### src/rtl/uart_rx.sv
// 8N1 UART receiver: 2-flop synchroniser, mid-bit sampling, stop-bit check, 1-cycle valid strobe.
// Define UART_RX_PARITY_EN to receive 8E1 frames and report parity_err.
module uart_rx #(
    parameter int unsigned CLOCK_DIV = 1250
) (
    input  logic       clock,
    input  logic       reset_n,
    input  logic       rx,
    output logic [7:0] data_out,
    output logic       valid,
    output logic       busy,
    output logic       frame_err,
    output logic       parity_err
);

    // Output handshake: valid is a one-cycle strobe with no ready; data_out is
    // updated in the same cycle and holds until the next good frame, so the
    // consumer must take it before the following valid.

    localparam logic [15:0] BIT_LAST  = 16'(CLOCK_DIV - 1);
    localparam logic [15:0] HALF_LAST = 16'((CLOCK_DIV / 2) - 1);

`ifdef UART_RX_PARITY_EN
    typedef enum logic [2:0] {
        IDLE   = 3'd0,
        START  = 3'd1,
        DATA   = 3'd2,
        PARITY = 3'd3,
        STOP   = 3'd4
    } state_t;
`else
    typedef enum logic [2:0] {
        IDLE  = 3'd0,
        START = 3'd1,
        DATA  = 3'd2,
        STOP  = 3'd4
    } state_t;
`endif

    state_t      state, state_nx;
    logic        rx_meta, rx_s, rx_s_d;
    logic [15:0] clock_count, count_nx;
    logic [2:0]  bit_idx, bit_idx_nx;
    logic [7:0]  shift, shift_nx;
    logic [7:0]  data_nx;
    logic        valid_nx;
    logic        frame_err_nx;

    // Synchroniser resets to the idle-high level so reset never fakes a start edge.
    always_ff @(posedge clock or negedge reset_n) begin
        if (!reset_n) begin
            rx_meta <= 1'b1;
            rx_s    <= 1'b1;
            rx_s_d  <= 1'b1;
        end else begin
            rx_meta <= rx;
            rx_s    <= rx_meta;
            rx_s_d  <= rx_s;
        end
    end

    always_ff @(posedge clock or negedge reset_n) begin
        if (!reset_n) begin
            state       <= IDLE;
            clock_count <= '0;
            bit_idx     <= '0;
            shift       <= '0;
            data_out    <= '0;
            valid       <= 1'b0;
            frame_err   <= 1'b0;
        end else begin
            state       <= state_nx;
            clock_count <= count_nx;
            bit_idx     <= bit_idx_nx;
            shift       <= shift_nx;
            data_out    <= data_nx;
            valid       <= valid_nx;
            frame_err   <= frame_err_nx;
        end
    end

`ifdef UART_RX_PARITY_EN
    // par_bad holds this frame's parity result until the stop bit proves the frame good.
    logic par_bad, par_bad_nx, parity_err_nx;

    always_ff @(posedge clock or negedge reset_n) begin
        if (!reset_n) begin
            par_bad    <= 1'b0;
            parity_err <= 1'b0;
        end else begin
            par_bad    <= par_bad_nx;
            parity_err <= parity_err_nx;
        end
    end
`else
    assign parity_err = 1'b0;
`endif

    always_comb begin
        state_nx     = state;
        count_nx     = clock_count;
        bit_idx_nx   = bit_idx;
        shift_nx     = shift;
        data_nx      = data_out;
        valid_nx     = 1'b0;
        frame_err_nx = frame_err;
`ifdef UART_RX_PARITY_EN
        par_bad_nx    = par_bad;
        parity_err_nx = parity_err;
`endif
        case (state)
            IDLE: begin
                count_nx = '0;
                // Falling edge only: a line held low never retriggers.
                if (rx_s_d && !rx_s) state_nx = START;
            end
            START: begin
                if (clock_count == HALF_LAST) begin
                    count_nx   = '0;
                    bit_idx_nx = '0;
                    state_nx   = rx_s ? IDLE : DATA;
                end else begin
                    count_nx = clock_count + 16'd1;
                end
            end
            DATA: begin
                if (clock_count == BIT_LAST) begin
                    count_nx          = '0;
                    shift_nx[bit_idx] = rx_s;
                    if (bit_idx == 3'd7) begin
`ifdef UART_RX_PARITY_EN
                        state_nx = PARITY;
`else
                        state_nx = STOP;
`endif
                    end else begin
                        bit_idx_nx = bit_idx + 3'd1;
                    end
                end else begin
                    count_nx = clock_count + 16'd1;
                end
            end
`ifdef UART_RX_PARITY_EN
            PARITY: begin
                if (clock_count == BIT_LAST) begin
                    count_nx   = '0;
                    par_bad_nx = rx_s ^ (^shift);
                    state_nx   = STOP;
                end else begin
                    count_nx = clock_count + 16'd1;
                end
            end
`endif
            STOP: begin
                if (clock_count == BIT_LAST) begin
                    count_nx = '0;
                    state_nx = IDLE;
                    if (rx_s) begin
                        data_nx      = shift;
                        valid_nx     = 1'b1;
                        frame_err_nx = 1'b0;
`ifdef UART_RX_PARITY_EN
                        parity_err_nx = par_bad;
`endif
                    end else begin
                        frame_err_nx = 1'b1;
                    end
                end else begin
                    count_nx = clock_count + 16'd1;
                end
            end
            default: begin
                state_nx = IDLE;
                count_nx = '0;
            end
        endcase
    end

    assign busy = (state != IDLE);

endmodule

### config.mk
export PLATFORM = sky130hd
export DESIGN_NAME = uart_rx
export DESIGN_NICKNAME = d
export VERILOG_FILES = /design/src/rtl/uart_rx.sv
export SDC_FILE = /design/constraint.sdc
export NUM_CORES = 1
export LEC_CHECK = 0
export ABC_CLOCK_PERIOD_IN_PS = 2690
export BUFFER_PORTS_ARGS = -buffer_cell sky130_fd_sc_hd__buf_2
export CAP_MARGIN = 40
export CORE_UTILIZATION = 30
export DETAILED_ROUTE_END_ITERATION = 12
export PLACE_DENSITY_LB_ADDON = 0.1
export SLEW_MARGIN = 25
export SYNTH_ARGS = -nofsm -noshare
export SYNTH_HDL_FRONTEND = slang
export SYNTH_SLANG_ARGS = --single-unit
### constraint.sdc
create_clock -name clock -period 2.69 [get_ports clock]
set_input_delay 0.269 -clock clock [delete_from_list [all_inputs] [get_ports clock]]
set_output_delay 0.269 -clock clock [all_outputs]
set_load 0.05 [all_outputs]
==> reports/results.txt <==
outcome - finished clean
Layout Area Growth over Synthesis - 15.1%
final worst-path cycle share - 77.1%
Highest Clock Rate - 482 MHz
proportion of register bits with asynchronous set or reset after synthesis - 100%
total detailed-routing wirelength - 4200 um
initial standard-cell utilization of the core - 31.2%
largest family of logic cells by synthesized area - simple AND/OR/NAND/NOR gates
min setup slack post-route - 0.617 ns
slew at the pin with the worst max-slew slack - 0.585 ns
cell accounting for the most synthesized area - sky130_fd_sc_hd__dfrtp_1
via count of the first global-routing pass - 1,576
startpoint class of the critical path - register
CTS Sinks - 43
Mapped Nets - 196
post-DR wirelength/cell - 14.0 um
DRC Markers - 0
worst min-delay path startpoint - rx
total core area - 0.00679 mm2
Synth Area per Inst - 11.3 um2
routed vias - 1,429
VDD IR-drop max - 0.247 mV
most common flop cell mapped by yosys - sky130_fd_sc_hd__dfrtp_1
post-CTS clock slew at the launch and capture registers of the worst setup and hold paths - 0.09 ns
die footprint - 0.00741 mm2
data required time of the critical path - 2.88 ns
area fraction in compound gates after synthesis - 5.61%
max-cap viol count - 0
number of buffers created by CTS - 5
r2r endpoint - data_out[5]$_DFFE_PN0P_
routability cong. - 0.726
gate count of the mapped netlist - 188
diode count - 0
count of cells along the worst register-to-register path - 6
ratio of cells with drive above 1 in the final layout - 23.0%
unrepaired setup endpoints after global routing - no
number of placement rows - 30
number of warnings reported in the yosys synthesis log - 0
Via density - 4.76
xor and xnor area share after synthesis - 5.79%
TritonCTS clock tree - yes
cell area after technology mapping - 0.00212 mm2
largest fanout on the critical path - 9
reg2reg start - clock_count[1]$_DFF_PN0_
proportion of netlist area held by the largest area contributor - 47.2%
DR iter-0 viols - 68
latest clock arrival within the worst-skew pair - 0.29 ns
critical path start-end classification - register to register
Critical Path Start - clock_count[1]$_DFF_PN0_
GRT Total Usage - 12.9%
depth of the CTS H-tree - 2
overall die height - 86.1 um
largest net degree at the start of global routing - 31
remaining antenna violation count after routing - 0
master cell of the clock root buffer - sky130_fd_sc_hd__clkbuf_8
unique cell type count in the Yosys netlist - 42
Worst Clk Skew - 0.00847 ns
Hold Violations, Final - 0
proportion of synthesized area in mux cells - 8.32%
cts repair resizes - 0
Tmin final - 2.07 ns
CP Capture Point - data_out[5]$_DFFE_PN0P_
count of final max-slew check failures - 0
detailed-router iteration count before antenna repair - 4
IO Port Bufs - 13
adder and majority gate portion of the synthesized area - 2.95%
Static Leakage - 0.00112 uW
path category of the worst min-delay check - input port to register
number of enable flip-flop cells after synthesis - 0
Post-Synth Simple-Gate Area - 22.6%
Seq cells post-synth - 43
endpoints failing setup - 0
remaining global-route overflow - 0
deepest clock path buffer count - 2
Relative slew margins - 60.8%
postcts setup bufs - 0
ratio of total power to cell area - 632 mW/mm2
# nets final - 211
antenna violations before repair - 0
biggest area contributors in the synthesized netlist - sky130_fd_sc_hd__dfrtp_1 47%, sky130_fd_sc_hd__mux2_4 5.7%, sky130_fd_sc_hd__xnor2_1 5.4%
pre-CTS setup slack - 0.601 ns
part of the Yosys area used for sequential elements - 50.9%
worst reg2reg setup slack - 0.62 ns
final sum of negative setup slack - 0 ns
first-pass GRT wire length - 7430 um
data arrival at the endpoint of the critical path - 2.26 ns
floorplan die width - 86.1 um
final HPWL from detailed placement - 2910 um
top-level port count - 15
crit end category - register
## where the power goes
group	internal (uW)	switching, uW
Combinational	85.3	100
Sequential	687	63.9
Clock	370	235
Total	1140	399
## worst max-delay path: stages, from the launching register on
cell	delay, ns
sky130_fd_sc_hd__dfrtp_1	0.42
sky130_fd_sc_hd__inv_1	0.09
sky130_fd_sc_hd__ha_1	0.13
sky130_fd_sc_hd__and4bb_1	0.23
sky130_fd_sc_hd__nand4_2	0.12
sky130_fd_sc_hd__or3_1	0.60
sky130_fd_sc_hd__mux2_4	0.38
## cell type report
cell class,instances,area [um2]
clock buffers,5,68.8
clock inverters,3,67.6
fillers,686,4350
inverters,8,30.0
multi-input cells,128,963
flip-flops and latches,43,1080
well taps,96,120
repair buffers,17,110
## synth_stat cells, drive strengths merged (2+ instances only)
master,n
o31ai,5
ha,5
o21ai,5
nand3,15
nand2,7
nand4,7
nor2,20
dfstp,3
nor3b,2
inv,8
or3b,3
nand4b,3
dfrtp,40
o221ai,3
nor4b,2
nor3,5
nor4,7
xnor2,13
buf,5
and3,2
mux2,13
clkbuf,4
## through the flow
step	area, um2	instances	hold WS, ns	util [%]	power, uW
after floorplan	2120	188	-0.0266	-	888
after global placement	2270	290	0.346	33.5	941
after detailed placement	2290	291	0.190	33.8	951
after CTS	2440	300	0.0668	35.9	1570
after global routing	2440	300	0.0574	35.9	1620
final	2440	300	0.0712	35.9	1540
## cells by family (layout without fill, tap and decap cells)
family,after synthesis,after routing
xor+xnor,14,14
flops,43,43
simple gates,79,79
compound gates,16,16
fa+ha+maj,5,5
buf+inv,17,33
other cells,1,1
mux,13,13
## flip-flops by register name, summed over array words and instances, names as in the netlist
register	flops
rx_s_d	1
rx_s	1
valid	1
clock_count	16
data_out	8
bit_idx	3
frame_err	1
rx_meta	1
shift	8
state	3
## worst min-delay path by stage
stage | cells after the start | endpoint
6_report | 1 | rx_meta$_DFF_PN1_
5_1_grt | 1 | rx_meta$_DFF_PN1_
3_5_place_dp | 1 | valid$_DFF_PN0_
3_3_place_gp | 0 | rx_s$_DFF_PN1_
4_1_cts | 1 | rx_meta$_DFF_PN1_
2_1_floorplan | 0 | bit_idx[0]$_DFFE_PN0P_
## layout by cell type (no fill, tap or decap), drive strengths merged, types with 7 or more instances in the layout
cell type and instances:
dfrtp 40, nor2 20, buf 16, nand3 15
xnor2 13, mux2 13, inv 8, nand2 7
nand4 7, nor4 7
## repair_timing
item,4_1_cts,5_1_grt
endpoints found under the setup margin,0,0
hold endpoints to repair,13,0
hold buffers,1,0
## routing by layer
metal | vias to the layer above | GRT usage (%) | part of all wire, %
li1 | 694 | - | -
met1 | 712 | 15.0 | 46
met2 | 19 | 23.2 | 50
met3 | 4 | 3.46 | 3.4
met4 | 0 | 3.64 | 0.83
met5 | - | 0 | 0
(Power assumes the default switching activity.)
